### config.mk
export PLATFORM = sky130hd
export DESIGN_NAME = alu_rs_flat
export DESIGN_NICKNAME = d
export VERILOG_FILES = /design/src/rtl/alu_rs_if.sv /design/src/rtl/alu_rs.sv /design/src/flat_wrapper.sv
export SDC_FILE = /design/constraint.sdc
export NUM_CORES = 2
export LEC_CHECK = 0
export ABC_AREA = 1
export BUFFER_PORTS_ARGS = -buffer_cell sky130_fd_sc_hd__buf_4
export CORE_ASPECT_RATIO = 2
export CORE_MARGIN = 1.5
export CORE_UTILIZATION = 30
export CTS_CLUSTER_SIZE = 30
export DETAILED_ROUTE_END_ITERATION = 8
export SLEW_MARGIN = 20
export SYNTH_ARGS = -nofsm -noshare
export SYNTH_HDL_FRONTEND = slang
export SYNTH_SLANG_ARGS = --single-unit
### constraint.sdc
create_clock -name clk -period 2.5 [get_ports clk]
set_input_delay 0.25 -clock clk [delete_from_list [all_inputs] [get_ports clk]]
set_output_delay 0.25 -clock clk [all_outputs]
set_load 0.02 [all_outputs]
### src/rtl/alu_rs_if.sv
// Bundles the dispatch, result-broadcast and issue signals of the ALU reservation station.
// The slave modport is the station's view; the master modport is the surrounding pipeline's view.
interface alu_rs_if #(
    parameter int XLEN           = 32,
    parameter int ALU_OP_WIDTH   = 4,
    parameter int ROB_SIZE_WIDTH = 4
);
    logic                      flush;

    logic                      dec_valid;
    logic [ALU_OP_WIDTH-1:0]   dec_op;
    logic [XLEN-1:0]           dec_vj;
    logic [XLEN-1:0]           dec_vk;
    logic                      dec_j_pending;
    logic                      dec_k_pending;
    logic [ROB_SIZE_WIDTH-1:0] dec_qj;
    logic [ROB_SIZE_WIDTH-1:0] dec_qk;
    logic [ROB_SIZE_WIDTH-1:0] dec_id;
    logic                      rs_full;

    logic                      alu_ready;
    logic [XLEN-1:0]           alu_res;
    logic [ROB_SIZE_WIDTH-1:0] alu_id;
    logic                      lsb_ready;
    logic [XLEN-1:0]           lsb_res;
    logic [ROB_SIZE_WIDTH-1:0] lsb_id;

    logic                      rs_ready;
    logic [ALU_OP_WIDTH-1:0]   rs_op;
    logic [XLEN-1:0]           rs_val1;
    logic [XLEN-1:0]           rs_val2;
    logic [ROB_SIZE_WIDTH-1:0] rs_id;

    modport slave (
        input  flush,
        input  dec_valid, dec_op, dec_vj, dec_vk, dec_j_pending, dec_k_pending,
        input  dec_qj, dec_qk, dec_id,
        output rs_full,
        input  alu_ready, alu_res, alu_id, lsb_ready, lsb_res, lsb_id,
        output rs_ready, rs_op, rs_val1, rs_val2, rs_id
    );

    modport master (
        output flush,
        output dec_valid, dec_op, dec_vj, dec_vk, dec_j_pending, dec_k_pending,
        output dec_qj, dec_qk, dec_id,
        input  rs_full,
        output alu_ready, alu_res, alu_id, lsb_ready, lsb_res, lsb_id,
        input  rs_ready, rs_op, rs_val1, rs_val2, rs_id
    );
endinterface

### src/rtl/alu_rs.sv
// ALU reservation station: holds dispatched ALU ops until both operands are known,
// snoops the ALU/LSB result broadcasts, and issues the lowest-index ready entry each cycle.
module alu_rs #(
    parameter int RS_SIZE_WIDTH  = 3,
    parameter int XLEN           = 32,
    parameter int ALU_OP_WIDTH   = 4,
    parameter int ROB_SIZE_WIDTH = 4
) (
    input  logic    clk,
    input  logic    rst_n,
    alu_rs_if.slave bus
);
    localparam int RS_SIZE = 1 << RS_SIZE_WIDTH;

    typedef struct packed {
        logic            pend;
        logic [XLEN-1:0] val;
    } opnd_t;

    logic [RS_SIZE-1:0]        busy_q,   busy_d;
    logic [RS_SIZE-1:0]        j_pend_q, j_pend_d;
    logic [RS_SIZE-1:0]        k_pend_q, k_pend_d;
    logic [ALU_OP_WIDTH-1:0]   op_q [RS_SIZE];
    logic [ALU_OP_WIDTH-1:0]   op_d [RS_SIZE];
    logic [XLEN-1:0]           vj_q [RS_SIZE];
    logic [XLEN-1:0]           vj_d [RS_SIZE];
    logic [XLEN-1:0]           vk_q [RS_SIZE];
    logic [XLEN-1:0]           vk_d [RS_SIZE];
    logic [ROB_SIZE_WIDTH-1:0] qj_q [RS_SIZE];
    logic [ROB_SIZE_WIDTH-1:0] qj_d [RS_SIZE];
    logic [ROB_SIZE_WIDTH-1:0] qk_q [RS_SIZE];
    logic [ROB_SIZE_WIDTH-1:0] qk_d [RS_SIZE];
    logic [ROB_SIZE_WIDTH-1:0] id_q [RS_SIZE];
    logic [ROB_SIZE_WIDTH-1:0] id_d [RS_SIZE];

    logic [RS_SIZE-1:0]        cand_s;
    logic [RS_SIZE-1:0]        free_s;
    logic [RS_SIZE_WIDTH-1:0]  sel_idx_s;
    logic [RS_SIZE_WIDTH-1:0]  free_idx_s;
    logic                      rs_full_s;
    logic                      issue_s;
    logic                      insert_s;

    function automatic logic [RS_SIZE_WIDTH-1:0] lowest_idx(input logic [RS_SIZE-1:0] vec);
        logic [RS_SIZE_WIDTH-1:0] idx;
        idx = '0;
        for (int i = RS_SIZE - 1; i >= 0; i--) begin
            if (vec[i]) begin
                idx = RS_SIZE_WIDTH'(i);
            end
        end
        return idx;
    endfunction

    // ALU result takes priority over LSB when both carry the awaited tag.
    function automatic opnd_t snoop(
        input logic                      en,
        input logic                      pend,
        input logic [ROB_SIZE_WIDTH-1:0] q,
        input logic [XLEN-1:0]           val,
        input logic                      a_rdy,
        input logic [ROB_SIZE_WIDTH-1:0] a_id,
        input logic [XLEN-1:0]           a_res,
        input logic                      l_rdy,
        input logic [ROB_SIZE_WIDTH-1:0] l_id,
        input logic [XLEN-1:0]           l_res
    );
        opnd_t r;
        if (en && pend && a_rdy && (a_id == q)) begin
            r.pend = 1'b0;
            r.val  = a_res;
        end else if (en && pend && l_rdy && (l_id == q)) begin
            r.pend = 1'b0;
            r.val  = l_res;
        end else begin
            r.pend = pend;
            r.val  = val;
        end
        return r;
    endfunction

    assign cand_s     = busy_q & ~j_pend_q & ~k_pend_q;
    assign free_s     = ~busy_q;
    assign sel_idx_s  = lowest_idx(cand_s);
    assign free_idx_s = lowest_idx(free_s);
    assign rs_full_s  = &busy_q;
    assign issue_s    = (|cand_s) && !bus.flush;
    assign insert_s   = bus.dec_valid && !rs_full_s && !bus.flush;

    assign bus.rs_full  = rs_full_s;
    assign bus.rs_ready = issue_s;
    assign bus.rs_op    = issue_s ? op_q[sel_idx_s] : '0;
    assign bus.rs_val1  = issue_s ? vj_q[sel_idx_s] : '0;
    assign bus.rs_val2  = issue_s ? vk_q[sel_idx_s] : '0;
    assign bus.rs_id    = issue_s ? id_q[sel_idx_s] : '0;

    // Next-state per entry: insert into the lowest free slot, otherwise snoop; issue and flush free slots.
    always_comb begin
        busy_d   = busy_q;
        j_pend_d = j_pend_q;
        k_pend_d = k_pend_q;
        op_d     = op_q;
        vj_d     = vj_q;
        vk_d     = vk_q;
        qj_d     = qj_q;
        qk_d     = qk_q;
        id_d     = id_q;
        for (int i = 0; i < RS_SIZE; i++) begin
            logic ins_here;
            logic iss_here;
            ins_here = insert_s && (free_idx_s == RS_SIZE_WIDTH'(i));
            iss_here = issue_s && (sel_idx_s == RS_SIZE_WIDTH'(i));
            busy_d[i] = (ins_here | (busy_q[i] & ~iss_here)) & ~bus.flush;
            {j_pend_d[i], vj_d[i]} = ins_here
                ? snoop(1'b1, bus.dec_j_pending, bus.dec_qj, bus.dec_vj,
                        bus.alu_ready, bus.alu_id, bus.alu_res,
                        bus.lsb_ready, bus.lsb_id, bus.lsb_res)
                : snoop(busy_q[i] & ~bus.flush, j_pend_q[i], qj_q[i], vj_q[i],
                        bus.alu_ready, bus.alu_id, bus.alu_res,
                        bus.lsb_ready, bus.lsb_id, bus.lsb_res);
            {k_pend_d[i], vk_d[i]} = ins_here
                ? snoop(1'b1, bus.dec_k_pending, bus.dec_qk, bus.dec_vk,
                        bus.alu_ready, bus.alu_id, bus.alu_res,
                        bus.lsb_ready, bus.lsb_id, bus.lsb_res)
                : snoop(busy_q[i] & ~bus.flush, k_pend_q[i], qk_q[i], vk_q[i],
                        bus.alu_ready, bus.alu_id, bus.alu_res,
                        bus.lsb_ready, bus.lsb_id, bus.lsb_res);
            op_d[i] = ins_here ? bus.dec_op : op_q[i];
            qj_d[i] = ins_here ? bus.dec_qj : qj_q[i];
            qk_d[i] = ins_here ? bus.dec_qk : qk_q[i];
            id_d[i] = ins_here ? bus.dec_id : id_q[i];
        end
    end

    // Entry storage with asynchronous clear of every field.
    always_ff @(posedge clk or negedge rst_n) begin
        if (!rst_n) begin
            busy_q   <= '0;
            j_pend_q <= '0;
            k_pend_q <= '0;
            op_q     <= '{default: '0};
            vj_q     <= '{default: '0};
            vk_q     <= '{default: '0};
            qj_q     <= '{default: '0};
            qk_q     <= '{default: '0};
            id_q     <= '{default: '0};
        end else begin
            busy_q   <= busy_d;
            j_pend_q <= j_pend_d;
            k_pend_q <= k_pend_d;
            op_q     <= op_d;
            vj_q     <= vj_d;
            vk_q     <= vk_d;
            qj_q     <= qj_d;
            qk_q     <= qk_d;
            id_q     <= id_d;
        end
    end
endmodule

### src/flat_wrapper.sv
// flat-port wrapper written by rule: the top's interface ports become plain ports
module alu_rs_flat 
#(
    parameter int RS_SIZE_WIDTH  = 3,
    parameter int XLEN           = 32,
    parameter int ALU_OP_WIDTH   = 4,
    parameter int ROB_SIZE_WIDTH = 4
)
  (clk, rst_n, bus_flush, bus_dec_valid, bus_dec_op, bus_dec_vj, bus_dec_vk, bus_dec_j_pending, bus_dec_k_pending, bus_dec_qj, bus_dec_qk, bus_dec_id, bus_rs_full, bus_alu_ready, bus_alu_res, bus_alu_id, bus_lsb_ready, bus_lsb_res, bus_lsb_id, bus_rs_ready, bus_rs_op, bus_rs_val1, bus_rs_val2, bus_rs_id);
  alu_rs_if #(.XLEN(XLEN), .ALU_OP_WIDTH(ALU_OP_WIDTH), .ROB_SIZE_WIDTH(ROB_SIZE_WIDTH)) bus_i ();
  input  logic clk;
  input  logic rst_n;
  input wire logic [$bits(bus_i.flush)-1:0] bus_flush;
  input wire logic [$bits(bus_i.dec_valid)-1:0] bus_dec_valid;
  input wire logic [$bits(bus_i.dec_op)-1:0] bus_dec_op;
  input wire logic [$bits(bus_i.dec_vj)-1:0] bus_dec_vj;
  input wire logic [$bits(bus_i.dec_vk)-1:0] bus_dec_vk;
  input wire logic [$bits(bus_i.dec_j_pending)-1:0] bus_dec_j_pending;
  input wire logic [$bits(bus_i.dec_k_pending)-1:0] bus_dec_k_pending;
  input wire logic [$bits(bus_i.dec_qj)-1:0] bus_dec_qj;
  input wire logic [$bits(bus_i.dec_qk)-1:0] bus_dec_qk;
  input wire logic [$bits(bus_i.dec_id)-1:0] bus_dec_id;
  output wire logic [$bits(bus_i.rs_full)-1:0] bus_rs_full;
  input wire logic [$bits(bus_i.alu_ready)-1:0] bus_alu_ready;
  input wire logic [$bits(bus_i.alu_res)-1:0] bus_alu_res;
  input wire logic [$bits(bus_i.alu_id)-1:0] bus_alu_id;
  input wire logic [$bits(bus_i.lsb_ready)-1:0] bus_lsb_ready;
  input wire logic [$bits(bus_i.lsb_res)-1:0] bus_lsb_res;
  input wire logic [$bits(bus_i.lsb_id)-1:0] bus_lsb_id;
  output wire logic [$bits(bus_i.rs_ready)-1:0] bus_rs_ready;
  output wire logic [$bits(bus_i.rs_op)-1:0] bus_rs_op;
  output wire logic [$bits(bus_i.rs_val1)-1:0] bus_rs_val1;
  output wire logic [$bits(bus_i.rs_val2)-1:0] bus_rs_val2;
  output wire logic [$bits(bus_i.rs_id)-1:0] bus_rs_id;
  assign bus_i.flush = bus_flush;
  assign bus_i.dec_valid = bus_dec_valid;
  assign bus_i.dec_op = bus_dec_op;
  assign bus_i.dec_vj = bus_dec_vj;
  assign bus_i.dec_vk = bus_dec_vk;
  assign bus_i.dec_j_pending = bus_dec_j_pending;
  assign bus_i.dec_k_pending = bus_dec_k_pending;
  assign bus_i.dec_qj = bus_dec_qj;
  assign bus_i.dec_qk = bus_dec_qk;
  assign bus_i.dec_id = bus_dec_id;
  assign bus_rs_full = bus_i.rs_full;
  assign bus_i.alu_ready = bus_alu_ready;
  assign bus_i.alu_res = bus_alu_res;
  assign bus_i.alu_id = bus_alu_id;
  assign bus_i.lsb_ready = bus_lsb_ready;
  assign bus_i.lsb_res = bus_lsb_res;
  assign bus_i.lsb_id = bus_lsb_id;
  assign bus_rs_ready = bus_i.rs_ready;
  assign bus_rs_op = bus_i.rs_op;
  assign bus_rs_val1 = bus_i.rs_val1;
  assign bus_rs_val2 = bus_i.rs_val2;
  assign bus_rs_id = bus_i.rs_id;
  alu_rs #(.RS_SIZE_WIDTH(RS_SIZE_WIDTH), .XLEN(XLEN), .ALU_OP_WIDTH(ALU_OP_WIDTH), .ROB_SIZE_WIDTH(ROB_SIZE_WIDTH)) u_core (.clk(clk), .rst_n(rst_n), .bus(bus_i));
endmodule
## Word level (Yosys, flattened, before mapping)

Cells that the tools add are included.

| operators by class | value |
|---|---|
| reductions and logical operators | 129 |
| eq/ne operators | 50 |
| order comparisons | 1 |
| mux-type cells | 84 |
| bitwise logic cells | 47 |

Operators by type and width:

| kind | number |
|---|---|
| $mux 33 | 52 |
| $bmux 32 s3 | 2 |
| $mux 32 | 6 |
| $eq 4x4->1 | 36 |
| $logic_and 1x1->1 | 107 |
| $mux 3 | 16 |
| $reduce_bool 3->1 | 16 |
| $and 1x1->1 | 24 |
| $bmux 4 s3 | 2 |
| $eq 3x3->1 const B | 8 |
| $mux 4 | 6 |
| $not 8->8 | 3 |
| $and 8x8->8 | 2 |
| $eq 3x2->1 const B | 4 |
| $not 1->1 | 9 |
| $or 1x1->1 | 8 |
| $reduce_and 8->1 | 1 |
| $reduce_or 8->1 | 1 |
| $eq 3x1->1 const B | 2 |
| $logic_not 3->1 | 2 |
| $ge 4x4->1 const B | 1 |
| $not 3->4 | 1 |
| $logic_not 1->1 | 2 |

| word-level totals | value |
|---|---|
| bits of input ports | 160 |
| register bits after elaboration | 664 |

## Logic depth before layout (Yosys ltp)

| logic depth | value |
|---|---|
| depth in word-level cells | 17 |
| gate-level depth with buffers | 19 |

## Least setup slack after synthesis

OpenSTA, ideal clock, no wires.

| timing | value |
|---|---|
| path type | flip-flop to output port |
| from | register u_core.j_pend_q[7] |
| to | output port bus_rs_val2[15] |
| path slack | 0.276 ns |
| required time | 2.250 ns |
| arrival time | 1.974 ns |
| stages on the path, launching flop included | 19 |
| buffers on the path | 3 |
| cells stage by stage | dfrtp_1 -> inv_2 -> nand2_1 -> nor2_1 -> nand2_1 -> nand2_1 -> nand2_1 -> nand2_1 -> nand2_1 -> nand2_2 -> nand2_2 -> buf_4 -> buf_2 -> buf_2 -> nand3b_1 -> nand2_1 -> nor2_1 -> nor2_1 -> nor2_1 |

| on the way | value |
|---|---|
| word-level cells in the longest chain between the ends | 16 |
| elaborated cells between the ends (all ways) | 18 |

Ends and longest elaborated chain:

| element | RTL line | text |
|---|---|---|
| start, declared | alu_rs.sv:21 | `logic [RS_SIZE-1:0] j_pend_q, j_pend_d;` |
| start signal, assigned | alu_rs.sv:149 | `j_pend_q <= j_pend_d;` |
| $not 8->8 (*) | alu_rs.sv:82 | `assign cand_s = busy_q & ~j_pend_q & ~k_pend_q;` |
| $and 8x8->8 (*) (2 in a row) | alu_rs.sv:82 |  |
| $mux 3 (8 in a row) | alu_rs.sv:48 | `if (vec[i]) begin` |
| $not 3->4 (implied by the code) | alu_rs.sv:94 | `assign bus.rs_val2 = issue_s ? vk_q[sel_idx_s] : '0;` |
| $bmux 32 s3 | alu_rs.sv:94 |  |
| $mux 32 (implied by the code) (2 in a row) | alu_rs.sv:94 |  |
| $mux 32 (*) | alu_rs.sv:94 |  |
| end, declared | flat_wrapper.sv:33 | `output wire logic [$bits(bus_i.rs_val2)-1:0] bus_rs_val2;` |

Mark *: on every way between the ends. The rest lies on a longest branch, timed or not. The select of a mux whose other input is x is not followed.

## Worst setup path after layout

| timing | value |
|---|---|
| from | register u_core.j_pend_q[7] |
| to | output port bus_rs_val2[25] |

The elaborated chain is that of the path after synthesis.

==> results.tsv <==
metric	value	unit
Port-buffer cells	233	
Synth cell types	54	
initial antenna violation count	5	
total iterations of the first detailed-routing run	7	
status	finished with violations	
endpoints failing setup	527	
clock sink total	664	
number of global-route vias before repair	52026	
clock slew seen by the registers of the worst setup and hold paths	0.06	ns
Synth Cell Area	0.0461	mm^2
Routed met3 length	27.6	mm
GRT Residual Overflow	0	
type of element launching the critical path	flop	
number of instances in the synthesized netlist	7224	
#FFs+latches synth	664	
Pwr Density	552	mW/mm^2
row count	203	
switching power summed over all nets	11.1	mW
Die Outline Area	0.156	mm^2
overall routed net length	252	mm
Adder-Cell Fraction of Synth Area	0	%
fin nets	7776	
most repeated library cell on the critical path	sky130_fd_sc_hd__nand2_1	
largest vdd supply drop	0.471	mV
net switching fraction of the power	33.9	%
type of the worst setup path	flop to output port	
Wirelength per Cell	25.9	um
MaxCap Viol Count	0	
DR DRC count	0	
area of placed instances	0.0537	mm^2
Combinational Power Share	25.1	%
DP HPWL	156	mm
htree depth	3	
number of buffer and inverter stages on the critical path	5	
clock root cell	sky130_fd_sc_hd__clkbuf_16	
main combinational cell family by area after synthesis	simple AND/OR/NAND/NOR gates	
count of non-filler cells in the finished layout	9720	
Core Area	0.153	mm^2
average footprint of a synthesized cell	6.39	um^2
first-iteration detailed-routing DRC count	7008	
family of cells with the greatest summed delay on the critical path	simple AND/OR/NAND/NOR gates	
number of slew-limit violations in the final report	0	
global-route wire length before repair	347	mm
DR top layer	met5	
largest net degree at the start of global routing	91	
number of enable-type register cells in the synthesized netlist	0	
HP Class	primary input to flop	
biggest fanout along the worst timing path	8	
unrepaired setup endpoints after global routing	true	
slew at the pin with the worst max-slew slack	0.992	ns
Synth Warn #	0	
period utilization	133	%
area used by multi-input combinational logic	0.0260	mm^2
insertion delay of the later-clocked pin in the worst-skew pair	0.69	ns
number of fillers in the final layout	16222	
cell internal pwr	21.7	mW
fraction of synthesized area in multiplexers	0.607	%
pre-CTS WS	-0.224	ns
Simple-Gate Fraction of Synth Area	33.6	%
TritonCTS clock tree	done	
area overhead of the layout relative to synthesis	28.7	%
endpoint kind of the worst setup timing path	output port	
clock tree buffer depth	3	
area of all placed cells without fillers	0.0594	mm^2
worst stage delay on the critical path	0.39	ns
violations in the final reports	setup timing	
sequential cell area	0.0166	mm^2
fraction of synthesized cell area taken by the top area cell type	36.0	%
die width	280	um
DR WL met2	110	mm
placer congestion estimate	0.961	
routed vias	54526	
top_reg_cell synth	sky130_fd_sc_hd__dfrtp_1	
largest area contributor in the synthesized netlist	sky130_fd_sc_hd__dfrtp_1	
post-synthesis xor/xnor area fraction	0.228	%
fraction of final layout cells sized beyond drive strength 1	18.0	%
vertical extent of the die	558	um
placed cells	9454	
aggregate negative setup slack	-108.39	ns
maximum clock frequency	302	MHz
required time worst endpoint	2.25	ns
part of the power in registers	40.4	%
standby leakage power	29.8	nW
total global routing track utilization	30.1	%
Worst Path Arrival	3.07	ns
share of synthesized area occupied by flip-flops and latches	36.0	%
final period demand of the worst path	3.32	ns
PnR worst setup slack	-0.815	ns
fraction of the mapped netlist area in compound gates	19.8	%
antenna-violating nets left	0	
routed metal-1 wirelength	86.4	mm
relative max-transition margin	33.8	%
number of vias per cell after detailed routing	5.61	
worst clock skew on the final layout	0.0308	ns
boundary pin count	234	
most area-consuming cells after synthesis	sky130_fd_sc_hd__dfrtp_1 36%, sky130_fd_sc_hd__nand2_1 25%, sky130_fd_sc_hd__o21ai_0 7.7%	
critical path cell sequence	inv_2 > nand2_2 > nor2_4 > nand2_1 > nand2_1 > nand2_1 > nand2_1 > nand2_1 > nand2_2 > nand2_8 > buf_6 > nand2_8 > buf_12 > buf_12 > nor2_4 > nor2_1 > nand3_1 > nand2_1 > buf_6	
number of buffers created by CTS	67	
final hold vios	0	
share of synthesized flip-flops with an asynchronous set or reset	100	%
CP max-delay cell	sky130_fd_sc_hd__dfrtp_1	
synthesized net count	7384	
Initial Util	30.2	%
overall power	32.8	mW
clock network power share	34.5	%
==> layout by cell type, fill, tap and decap left out, drive strengths merged, types with 5 or more instances in the layout <==
master and instances:
a21boi 73, nor2 385, o21a 9, nor4 6
clkinv 11, inv 491, a21oi 306, clkbuf 124
nand4 45, o22ai 56, nand2 3065, o211ai 63
a211oi 15, xor2 12, nor3 20, dlygate4sd3 17
nand3b 102, buf 845, diode 5, mux2i 28
o21ai 1075, a221oi 9, dfrtp 664, or2 15
bufinv 5, nand3 211
==> layout make-up <==
class | count | area share [%]
multi-input cells | 5502 | 43.7
flip-flops and latches | 664 | 28.0
repair buffers | 888 | 16.9
well taps | 2050 | 4.32
clock buffers | 100 | 3.48
inverters | 493 | 3.20
clock inverters | 18 | 0.394
diodes | 5 | 0.0211
==> power by group through the flow <==
| stage | Clock (mW) | Combinational (mW) | Sequential [mW] |
|---|---|---|---|
| finish | 11.3 | 8.23 | 13.3 |
| global placement | 0 | 7.22 | 13.3 |
| floorplan | 0 | 4.30 | 13.1 |
| CTS | 11.3 | 7.88 | 13.2 |
| global route | 11.6 | 8.93 | 13.4 |
| detailed placement | 0 | 7.31 | 13.4 |
==> per-layer routing <==
layer,global-route usage (%),vias to the layer above
met5,0,-
met4,26.2,4
met3,5.91,1409
met2,47.9,4037
met1,34.3,25233
li1,-,23843
==> logic make-up after synthesis <==
kind of cell,Yosys count
mux,28
compound gates,1609
simple gates,3852
buf+inv,1059
flops,664
xor+xnor,12
==> state kept, by name, indices dropped and copies added (netlist names) <==
signal and count:
u_core.vj_q 256, u_core.id_q 32, u_core.k_pend_q 8, u_core.op_q 32, u_core.j_pend_q 8, u_core.qk_q 32, u_core.busy_q 8, u_core.vk_q 256
u_core.qj_q 32
==> path summary, 6_finish.rpt <==
path,slack [ns],end,cells after the start,startpoint
worst max-delay path,-0.82,bus_rs_val2[25],19,u_core.j_pend_q[7]$_DFFE_PN0P_
worst min-delay path,0.02,u_core.busy_q[1]$_DFF_PN0_,4,bus_flush
worst max register to register,-0.32,u_core.vj_q[133]$_DFFE_PN0P_,19,u_core.busy_q[6]$_DFF_PN0_
worst min register to register,0.47,u_core.vk_q[14]$_DFFE_PN0P_,2,u_core.vk_q[14]$_DFFE_PN0P_
max in group asynchronous,1.37,u_core.id_q[12]$_DFFE_PN0P_,3,rst_n
min in group asynchronous,0.21,u_core.vj_q[115]$_DFFE_PN0P_,2,rst_n
==> per-stage QoR <==
step	utilization, %	hold slack [ns]
floorplan	-	-0.0456
global placement	35.1	0.299
detailed placement	35.1	0.292
CTS	37.8	0.00115
global route	38.8	0.0607
finish	38.8	0.0184
==> synthesized netlist by cell type (14+ instances only) <==
| master | count |
|---|---|
| sky130_fd_sc_hd__nor3_1 | 16 |
| sky130_fd_sc_hd__nor2_1 | 368 |
| sky130_fd_sc_hd__mux2i_1 | 28 |
| sky130_fd_sc_hd__o211ai_2 | 42 |
| sky130_fd_sc_hd__inv_1 | 450 |
| sky130_fd_sc_hd__o21ai_2 | 53 |
| sky130_fd_sc_hd__a211oi_1 | 15 |
| sky130_fd_sc_hd__nand4_1 | 43 |
| sky130_fd_sc_hd__nand3_1 | 207 |
| sky130_fd_sc_hd__o22ai_1 | 56 |
| sky130_fd_sc_hd__buf_1 | 90 |
| sky130_fd_sc_hd__buf_2 | 161 |
| sky130_fd_sc_hd__buf_6 | 24 |
| sky130_fd_sc_hd__or2_2 | 14 |
| sky130_fd_sc_hd__o211ai_1 | 21 |
| sky130_fd_sc_hd__dfrtp_1 | 664 |
| sky130_fd_sc_hd__a21oi_1 | 305 |
| sky130_fd_sc_hd__a21boi_1 | 25 |
| sky130_fd_sc_hd__nand3b_1 | 102 |
| sky130_fd_sc_hd__clkbuf_1 | 257 |
| sky130_fd_sc_hd__buf_4 | 33 |
| sky130_fd_sc_hd__nand2_1 | 3058 |
| sky130_fd_sc_hd__inv_2 | 41 |
| sky130_fd_sc_hd__o21ai_1 | 304 |
| sky130_fd_sc_hd__a21boi_0 | 34 |
| sky130_fd_sc_hd__o21ai_0 | 714 |
==> tightest hold or removal path, cell delays in order <==
cell and delay, ns:
sky130_fd_sc_hd__buf_4 0.19, sky130_fd_sc_hd__nor2_1 0.08, sky130_fd_sc_hd__o21ai_0 0.06, sky130_fd_sc_hd__nand2_1 0.06
==> timing repair <==
action | in CTS | in global routing
resized for setup | 208 | 192
hold buffers | 17 | 0
pin swaps | 48 | 82
endpoints found under the setup margin | 112 | 254
gates cloned | 17 | 28
hold endpoints to repair | 124 | 0
buffers inserted | 49 | 39
Note: power is estimated with default switching activity, not from simulation.
